$ cat src/rtl/kiwi_wf_pkg.sv
// Shared types and helpers for the waterfall CIC control sequencer.
package kiwi_wf_pkg;

  localparam int unsigned DefMd       = 18;
  localparam int unsigned DefSettle   = 5;
  localparam int unsigned DefFrameLen = 1024;
  localparam int unsigned DefMaxZoom  = 14;

  typedef enum logic [2:0] {
    StIdle    = 3'd0,
    StCfg     = 3'd1,
    StSettle  = 3'd2,
    StCapture = 3'd3,
    StDone    = 3'd4
  } wf_state_e;

  // Decimation word for a zoom level: 1 << min(zoom, max_zoom).
  function automatic logic [31:0] zoom_to_decim(input logic [3:0] zoom,
                                                input int unsigned max_zoom);
    int unsigned z;
    z = (32'(zoom) > max_zoom) ? max_zoom : 32'(zoom);
    return 32'd1 << z;
  endfunction

endpackage

$ cat src/rtl/kiwi_wf_frame_gate.sv
// Capture-path gate: zero-latency pass-through of CIC samples while active,
// frame beat counter with TLAST, and the sticky overrun flag.
module kiwi_wf_frame_gate
  import kiwi_wf_pkg::*;
#(
  parameter int unsigned DATA_WIDTH = 16,
  parameter int unsigned FRAME_LEN  = DefFrameLen,
  parameter int unsigned CNT_WIDTH  = 11
) (
  input  logic                  aclk,
  input  logic                  aresetn,
  input  logic                  active_i,
  input  logic                  start_i,
  input  logic [DATA_WIDTH-1:0] s_tdata_i,
  input  logic                  s_tvalid_i,
  output logic                  s_tready_o,
  output logic [DATA_WIDTH-1:0] m_tdata_o,
  output logic                  m_tvalid_o,
  input  logic                  m_tready_i,
  output logic                  m_tlast_o,
  output logic                  last_beat_o,
  output logic                  overrun_o
);

  logic [CNT_WIDTH-1:0] cnt_q;
  logic                 overrun_q;
  logic                 beat;

  // Pass-through handshake; outside capture every CIC sample is accepted and dropped.
  always_comb begin
    m_tdata_o   = s_tdata_i;
    m_tvalid_o  = active_i & s_tvalid_i;
    s_tready_o  = active_i ? m_tready_i : 1'b1;
    m_tlast_o   = active_i & (cnt_q == CNT_WIDTH'(FRAME_LEN - 1));
    beat        = m_tvalid_o & m_tready_i;
    last_beat_o = beat & m_tlast_o;
    overrun_o   = overrun_q;
  end

  // Beat counter and sticky overrun; the CIC cannot be back-pressured, so a stalled
  // downstream while a sample is offered means that sample is lost.
  always_ff @(posedge aclk) begin
    if (!aresetn) begin
      cnt_q     <= '0;
      overrun_q <= 1'b0;
    end else if (start_i) begin
      cnt_q     <= '0;
      overrun_q <= 1'b0;
    end else begin
      if (beat) begin
        cnt_q <= cnt_q + CNT_WIDTH'(1);
      end
      if (active_i && s_tvalid_i && !m_tready_i) begin
        overrun_q <= 1'b1;
      end
    end
  end

endmodule

$ cat src/rtl/kiwi_wf_ctrl.sv
// Waterfall CIC control sequencer: zoom -> CIC config write, settle-sample discard,
// then one gated frame per capture request.
module kiwi_wf_ctrl
  import kiwi_wf_pkg::*;
#(
  parameter int unsigned MD         = DefMd,
  parameter int unsigned DATA_WIDTH = 16,
  parameter int unsigned MAX_ZOOM   = DefMaxZoom,
  parameter int unsigned SETTLE     = DefSettle,
  parameter int unsigned FRAME_LEN  = DefFrameLen,
  parameter int unsigned CNT_WIDTH  = 11
) (
  input  logic                  aclk,
  input  logic                  aresetn,
  input  logic [3:0]            zoom,
  input  logic                  zoom_wr,
  input  logic                  capture_start,
  output logic [MD-1:0]         m_axis_config_tdata,
  output logic                  m_axis_config_tvalid,
  input  logic                  m_axis_config_tready,
  input  logic [DATA_WIDTH-1:0] s_axis_data_tdata,
  input  logic                  s_axis_data_tvalid,
  output logic                  s_axis_data_tready,
  output logic [DATA_WIDTH-1:0] m_axis_data_tdata,
  output logic                  m_axis_data_tvalid,
  input  logic                  m_axis_data_tready,
  output logic                  m_axis_data_tlast,
  output logic                  busy,
  output logic                  done,
  output logic                  overrun
);

  localparam int unsigned SettleW = (SETTLE > 0) ? $clog2(SETTLE + 1) : 1;

  wf_state_e          state_q;
  logic [3:0]         zoom_q;
  logic               cfg_valid_q;
  logic               pending_q;
  logic               done_q;
  logic [SettleW-1:0] settle_q;

  logic cfg_hs;
  logic settle_last;
  logic start_req;
  logic enter_capture;
  logic last_beat;

  // Handshake and transition qualifiers shared by the FSM and the frame gate.
  always_comb begin
    cfg_hs        = (state_q == StCfg) & cfg_valid_q & m_axis_config_tready;
    settle_last   = (state_q == StSettle) & s_axis_data_tvalid &
                    (settle_q == SettleW'(1));
    start_req     = pending_q | capture_start;
    enter_capture = 1'b0;
    if (!zoom_wr) begin
      unique case (state_q)
        StIdle, StDone: enter_capture = capture_start;
        StCfg:          enter_capture = cfg_hs & (SETTLE == 0) & start_req;
        StSettle:       enter_capture = settle_last & start_req;
        default:        enter_capture = 1'b0;
      endcase
    end
  end

  // Main sequencer; zoom_wr preempts every state, including an in-flight frame.
  always_ff @(posedge aclk) begin
    if (!aresetn) begin
      state_q     <= StIdle;
      zoom_q      <= '0;
      cfg_valid_q <= 1'b0;
      pending_q   <= 1'b0;
      done_q      <= 1'b0;
      settle_q    <= '0;
    end else if (zoom_wr) begin
      zoom_q      <= zoom;
      cfg_valid_q <= 1'b1;
      done_q      <= 1'b0;
      pending_q   <= pending_q | capture_start;
      state_q     <= StCfg;
    end else begin
      unique case (state_q)
        StIdle: begin
          if (capture_start) begin
            state_q <= StCapture;
          end
        end
        StCfg: begin
          if (capture_start) begin
            pending_q <= 1'b1;
          end
          if (cfg_hs) begin
            cfg_valid_q <= 1'b0;
            if (SETTLE == 0) begin
              state_q   <= start_req ? StCapture : StIdle;
              pending_q <= 1'b0;
            end else begin
              settle_q <= SettleW'(SETTLE);
              state_q  <= StSettle;
            end
          end
        end
        StSettle: begin
          if (capture_start) begin
            pending_q <= 1'b1;
          end
          if (settle_last) begin
            state_q   <= start_req ? StCapture : StIdle;
            pending_q <= 1'b0;
          end else if (s_axis_data_tvalid) begin
            settle_q <= settle_q - SettleW'(1);
          end
        end
        StCapture: begin
          if (last_beat) begin
            state_q <= StDone;
            done_q  <= 1'b1;
          end
        end
        StDone: begin
          if (capture_start) begin
            state_q <= StCapture;
            done_q  <= 1'b0;
          end
        end
        default: state_q <= StIdle;
      endcase
    end
  end

  // Config word follows the latched zoom; zoom_q=0 after reset gives a word of 1.
  always_comb begin
    m_axis_config_tdata  = MD'(zoom_to_decim(zoom_q, MAX_ZOOM));
    m_axis_config_tvalid = cfg_valid_q;
    busy                 = (state_q != StIdle) && (state_q != StDone);
    done                 = done_q;
  end

  kiwi_wf_frame_gate #(
    .DATA_WIDTH(DATA_WIDTH),
    .FRAME_LEN (FRAME_LEN),
    .CNT_WIDTH (CNT_WIDTH)
  ) u_frame_gate (
    .aclk       (aclk),
    .aresetn    (aresetn),
    .active_i   (state_q == StCapture),
    .start_i    (enter_capture),
    .s_tdata_i  (s_axis_data_tdata),
    .s_tvalid_i (s_axis_data_tvalid),
    .s_tready_o (s_axis_data_tready),
    .m_tdata_o  (m_axis_data_tdata),
    .m_tvalid_o (m_axis_data_tvalid),
    .m_tready_i (m_axis_data_tready),
    .m_tlast_o  (m_axis_data_tlast),
    .last_beat_o(last_beat),
    .overrun_o  (overrun)
  );

endmodule
$ cat config.mk
export PLATFORM = sky130hd
export DESIGN_NAME = kiwi_wf_ctrl
export DESIGN_NICKNAME = d
export VERILOG_FILES = /design/src/rtl/kiwi_wf_pkg.sv /design/src/rtl/kiwi_wf_frame_gate.sv /design/src/rtl/kiwi_wf_ctrl.sv
export SDC_FILE = /design/constraint.sdc
export NUM_CORES = 1
export LEC_CHECK = 0
export BUFFER_PORTS_ARGS = -buffer_cell sky130_fd_sc_hd__buf_2
export CORE_ASPECT_RATIO = 0.7
export CORE_UTILIZATION = 45
export DETAILED_ROUTE_END_ITERATION = 10
export HOLD_SLACK_MARGIN = 0.05
export PLACE_DENSITY_LB_ADDON = 0.08
export SLEW_MARGIN = 25
export SYNTH_ARGS = -nofsm -noshare
export SYNTH_HDL_FRONTEND = slang
export SYNTH_SLANG_ARGS = --single-unit
export TNS_END_PERCENT = 100
$ cat constraint.sdc
create_clock -name aclk -period 5 [get_ports aclk]
set_input_delay 0.25 -clock aclk [delete_from_list [all_inputs] [get_ports aclk]]
set_output_delay 0.25 -clock aclk [all_outputs]
set_load 0.02 [all_outputs]
==> results of run 1 <==
## critical path, delay by kind of cell (launching register included)
family,cells,cell delay (ns)
buffers and inverters,1,0.20
DFF,1,0.55
and+or+nand+nor,2,0.67
## cell families after synthesis
logic type | count (synthesis)
other cells | 1
buf+inv | 37
compound gates | 25
flops | 25
fa+ha+maj | 3
mux | 5
simple gates | 89
xor+xnor | 9
## power groups by stage
stage	Sequential (mW)	Clock [mW]	Combinational, mW
after floorplan	0.213	0	0.0726
after global placement	0.218	0	0.0610
after detailed placement	0.219	0	0.0619
after CTS	0.214	0.136	0.0622
after global routing	0.216	0.141	0.0682
final	0.215	0.130	0.0623
## cell type report
class	instances	area, sq um	area share, %
Multi-Input combinational cell	134	850	51.4
Inverter	7	26.3	1.59
Timing Repair Buffer	33	168	10.1
Clock inverter	1	8.76	0.530
Tap cell	47	58.8	3.56
Clock buffer	3	41.3	2.50
Sequential cell	25	500	30.3
## through the flow
step | cells | setup WS [ns] | hold slack, ns
global route | 250 | 2.91 | 0.244
CTS | 250 | 3.04 | 0.227
global placement | 246 | 3.37 | 0.457
detailed placement | 246 | 3.29 | 0.468
floorplan | 196 | 3.34 | 0.420
finish | 250 | 3.06 | 0.234
## per-layer routing
layer  part of all wire (%)  track usage, %  up-vias
li1                       -               -      661
met1                     50            25.5      583
met2                     42            28.2       42
met3                    6.1            4.65       14
met4                    2.2            6.86        0
met5                      0               0        -
## worst paths after layout
check / from / endpoint / cells after the start
worst min register to register: done / done / 2
worst max register to register: state_q[0] / u_frame_gate.cnt_q[8] / 4
worst min-delay path: zoom[0] / zoom_q[0] / 3
worst max-delay path: state_q[0] / m_axis_data_tlast / 3
## layout by cell type (no fill, tap or decap), drive strengths merged, types with 5 or more instances in the layout
cell type / Yosys / routed
buf: 22 / 33
nor3: 12 / 12
nand2: 10 / 10
xnor2: 8 / 8
o21ai: 7 / 7
nand3: 5 / 5
a21oi: 6 / 6
dfxtp: 25 / 25
nor2: 22 / 22
nand2b: 8 / 8
nor2b: 5 / 5
inv: 7 / 8
mux2i: 5 / 5
## registers in the layout (all words and copies together) (netlist names)
signal and cells:
pending_q 1, done 1, zoom_q 4, u_frame_gate.overrun_o 1, u_frame_gate.cnt_q 11, m_axis_config_tvalid 1, settle_q 3, state_q 3
==> summary.txt, run 1 <==
Power
  – Internal power: 0.288 mW
  – Sw Share: 29.2%
  – VDD IR max: 0.132 mV
  – Sw power: 0.119 mW
  – Power share of the combinational group: 15.3%
  – Seq pwr share: 52.8%
  – Final Total Pwr: 0.406 mW
  – Clock share of power: 31.9%
  – Lkg Pwr: 0.658 nW
  – Pwr dens: 246 nW/um^2

Cells and area
  – Core Util, Final: 50.8%
  – Finished Cell Area: 1650 sq um
  – FILL cells: 330
  – Area Overhead vs Synth: 4.10%
  – Final net count: 234
  – Layout cell share with drive strength beyond 1: 23.6%
  – # diodes: 0

Floorplanning
  – Die Wd: 73.0 um
  – Core area: 3250 sq um
  – Ports: 68
  – Die Y-Extent: 51.7 um
  – Initial Utilization: 48.8%
  – Row cnt: 17
  – Die Area: 3770 sq um

Logic synthesis
  – Post-Synth XOR/XNOR Area: 4.96%
  – Top post-synthesis cells by area: dfxtp_1 32%, buf_4 9.5%, nor2_1 5.2%
  – Compound-cell area share of the yosys netlist: 10.7%
  – Post-synthesis mux area share: 3.15%
  – Post-synth top area share: 31.5%
  – Cell taking the most area after synthesis: dfxtp_1
  – Synthesized-area fraction occupied by adder cells: 2.36%
  – Post-synth EDFFs: 0
  – Synth Area in Simple Gates: 31.6%
  – Synth Cell Area: 1590 sq um
  – Netlist cell types: 48
  – Synth cell count leaders: 25 x dfxtp_1, 22 x nor2_1, 20 x buf_4
  – YS warnings: 0
  – Synth Register Bits: 25
  – Cells after synthesis: 194
  – Main combinational cell family by area after synthesis: simple AND/OR/NAND/NOR gates
  – Sequential fraction of the synthesis area: 31.5%
  – Syn_area_per_cell: 8.18 sq um
  – Fraction of registers with async set/reset: 0%
  – Commonest register cell after synthesis: dfxtp_1
  – Most frequent cell after synthesis: dfxtp_1

Timing
  – Final period utilization: 38.8%
  – Hold Fails Final Rpt: 0
  – Final setup viols: 0
  – RSZ-0062 raised after global routing: false
  – Max Freq: 516 MHz
  – Setup TNS: 0 ns
  – Max-slew violation count: 0
  – Clock skew: 0.00395 ns
  – Slew @ Worst Pin: 0.562 ns
  – Slew headroom: 62.4%
  – Tmin final: 1.94 ns

Route
  – Remaining DRCs: 0
  – Drt pass-1 iters: 4
  – Vias: 1300
  – DR WL/cell: 13.3 um
  – Initial DRC Count: 79
  – Post-DRT Antenna Nets: 0
  – Final wirelength: 3340 um
  – Vias per cell: 5.20

GRT
  – First-pass GRT wire length: 5330 um
  – Grt total ovfl: 0
  – Total Routing Usage GR: 18.6%
  – Number of global-route vias before repair: 1109
  – Largest net degree at the start of global routing: 17
  – Initial antenna violation count: 0

Worst setup path
  – Worst reg-to-reg setup slack: 3.26 ns
  – Setup CP Type: flip-flop to primary output
  – CP required: 4.75 ns
  – CP max FO: 12
  – Slowest stage delay, CP: 0.55 ns
  – CP Cell Sequence: nand3b_1 -> nor3_1 -> buf_2
  – Crit path DAT: 1.69 ns
  – Slowest-stage cell, CP: dfxtp_1
  – Crit. End Element: primary output
  – Critical Path Start Type: flip-flop

Flow run
  – Max Cap Viol: 0

Status
  – Status: finished clean

Clocking
  – CTS Root Cell: clkbuf_8
  – Clock input transition at the sequential cells of the worst setup and hold paths: 0.10 ns
  – CTS tree: done
  – Clk buf depth: 2
  – TritonCTS buffer count: 3
  – Hold bufs inserted after CTS: 0
  – Clock latency on the worst-skew pair: 0.27 ns
  – # resized after CTS: 0
  – Clock Sinks: 25
  – CTS H-tree depth: 1
  – Post CTS Setup Buffer Count: 0

Placed design
  – HPWL after DPL: 2490 um
  – Placed inst area: 1600 sq um
  – IO buf count: 32
  – Routability congestion estimate: 0.830

Min path
  – Worst Hold Class: input pin to flip-flop
Power figures use the tool's default switching activity.
==> inputs of run 2 (changes only) <==
--- a/config.mk
+++ b/config.mk
@@ -7,7 +7,7 @@
 export LEC_CHECK = 0
 export BUFFER_PORTS_ARGS = -buffer_cell sky130_fd_sc_hd__buf_2
 export CORE_ASPECT_RATIO = 0.7
-export CORE_UTILIZATION = 45
+export CORE_UTILIZATION = 43
 export DETAILED_ROUTE_END_ITERATION = 10
 export HOLD_SLACK_MARGIN = 0.05
 export PLACE_DENSITY_LB_ADDON = 0.08
==> constraint.sdc (replaced) <==
create_clock -name aclk -period 1.59 [get_ports aclk]
set_input_delay 0.0795 -clock aclk [delete_from_list [all_inputs] [get_ports aclk]]
set_output_delay 0.0795 -clock aclk [all_outputs]
set_load 0.02 [all_outputs]
==> summary.txt, run 2 (synthesis results as in run 1) <==
Cells and area
  – Number of flip-flops under the largest register name: 11 (unchanged)
  – Commonest non-fill, non-tap cell in the layout: buf_2
  – Top reg by flops: u_frame_gate.cnt_q
  – Regs by FF count: u_frame_gate.cnt_q x11, zoom_q x4
  – Area Overhead vs Synth: 17.6%
  – Most frequent cells in the layout: 31 x buf_2, 22 x nor2_1, 20 x dfxtp_1, 20 x buf_4, 11 x nor3_1
  – Final net count: 254 (+8.5%)
  – Core Util, Final: 52.8% (+2.0 points)
  – Finished Cell Area: 1870 sq um (+13%)
  – Layout cell share with drive strength beyond 1: 35.9% (+12 points)
  – FILL cells: 350 (+6.1%)
  – # diodes: 0 (unchanged)

Route
  – Vias: 1393 (+7.2%)
  – Remaining DRCs: 0 (unchanged)
  – Vias per cell: 5.10 (-1.9%)
  – Drt pass-1 iters: 4 (unchanged)
  – DR WL/cell: 12.7 um (-5.1%)
  – Initial DRC Count: 114 (+44%)
  – Final wirelength: 3460 um (+3.7%)
  – Post-DRT Antenna Nets: 0 (unchanged)

Power
  – Pwr dens: 694 nW/um^2 (+180%)
  – Lkg Pwr: 0.765 nW (+16%)
  – Final Total Pwr: 1.29 mW (+220%)
  – VDD IR max: 0.379 mV (+190%)

GRT
  – Number of global-route vias before repair: 1222 (+10%)
  – Total Routing Usage GR: 19.5% (+0.87 points)
  – First-pass GRT wire length: 5780 um (+8.4%)
  – Initial antenna violation count: 0 (unchanged)
  – Largest net degree at the start of global routing: 17 (unchanged)
  – Grt total ovfl: 0 (unchanged)

Worst setup path
  – Crit. End Element: primary output
  – Setup CP Type: flip-flop to primary output
  – Critical Path Start Type: flip-flop
  – Crit path DAT: 1.62 ns (-0.07 ns)
  – CP required: 1.51 ns (-3.24 ns)
  – CP max FO: 3 (-9)

Placed design
  – Placed inst area: 1730 sq um (+8.2%)
  – Routability congestion estimate: 0.756 (-8.9%)
  – IO buf count: 32 (unchanged)
  – HPWL after DPL: 2600 um (+4.5%)
  – Pre-CTS worst setup slack: -0.0228 ns (-3.32 ns)

Min path
  – Worst Hold Class: input pin to flip-flop

Timing
  – Hold Fails Final Rpt: 0 (unchanged)
  – Final setup margin: -0.105 ns (-3.17 ns)
  – Clock skew: 0.00457 ns (+0.000615 ns)
  – Tightest hold margin: 0.0662 ns (-0.167 ns)
  – Tmin final: 1.69 ns
  – Final period utilization: 107%
  – Max-slew violation count: 0 (unchanged)
  – Max Freq: 590 MHz
  – Final setup viols: 5 (+5)
  – RSZ-0062 raised after global routing: true

Floorplanning
  – Die Area: 3940 sq um (+4.5%)
  – Ports: 68 (unchanged)
  – Die Wd: 74.6 um (+2.2%)
  – Core area: 3540 sq um (+8.7%)
  – Row cnt: 18 (+1)
  – Initial Utilization: 44.9% (-3.9 points)
  – Die Y-Extent: 52.8 um (+2.2%)

Clocking
  – Clock input transition at the sequential cells of the worst setup and hold paths: 0.09 ns (about the same)
  – CTS tree: done
  – CTS H-tree depth: 1 (unchanged)
  – CTS Root Cell: clkbuf_8
  – Clock latency on the worst-skew pair: 0.27 ns (about the same)
  – TritonCTS buffer count: 3 (unchanged)
  – Clock Sinks: 25 (unchanged)
  – Clk buf depth: 2 (unchanged)

Status
  – Failing checks: setup timing
  – Status: finished with violations

Flow run
  – Max Cap Viol: 0 (unchanged)
run 2: repair_timing:
action                                 in CTS  in global routing
setup endpoints to repair                   2                 21
buffers inserted                            1                  1
endpoints found under the hold margin       1                  0
hold buffers                                1                  0
pin swaps                                   4                  2
gates resized for setup                     6                 10
run 2: per-layer routing:
metal	global-route usage [%]	vias to the layer above	wire, um
li1	-	703	-
met1	28.1	627	1730
met2	28.1	49	1440
met3	4.42	14	222
met4	6.60	0	65
met5	0	-	0
run 2: metrics by stage:
| stage | instances | setup TNS [ns] |
|---|---|---|
| 2_1_floorplan | 196 | 0 |
| 5_1_grt | 273 | -0.765 |
| 3_5_place_dp | 266 | -0.0228 |
| 6_report | 273 | -0.315 |
| 4_1_cts | 272 | -0.265 |
| 3_3_place_gp | 266 | 0 |
run 2: critical path: stages (launching register included):
cell and delay (ns):
dfxtp_2 0.36, ha_4 0.14, nand4_1 0.09, or3_4 0.34, buf_4 0.14, nor3_2 0.10
buf_4 0.16
run 2: area by class of cell:
cell class	instances	area, sq um	area share [%]
timing repair buffer	53	327	17.5
sequential	25	507	27.1
inverter	7	26.3	1.41
tap	50	62.6	3.35
clock inverter	1	8.76	0.469
multi-input combinational	134	895	47.9
clock buffer	3	41.3	2.21
run 2: path summary, 6_finish.rpt:
| kind | startpoint | endpoint | slack [ns] | depth (start not counted) |
|---|---|---|---|---|
| max | u_frame_gate.cnt_q[0] | m_axis_data_tlast | -0.10 | 6 |
| min | zoom[1] | zoom_q[1] | 0.07 | 3 |
| max reg2reg | u_frame_gate.cnt_q[0] | u_frame_gate.cnt_q[10] | -0.08 | 7 |
| min reg2reg | done | done | 0.48 | 2 |
run 2: where the power goes:
part           internal [mW]  switching (mW)  total [mW]
Clock                  0.184           0.213       0.396
Combinational         0.0958           0.128       0.224
Sequential             0.646          0.0285       0.674
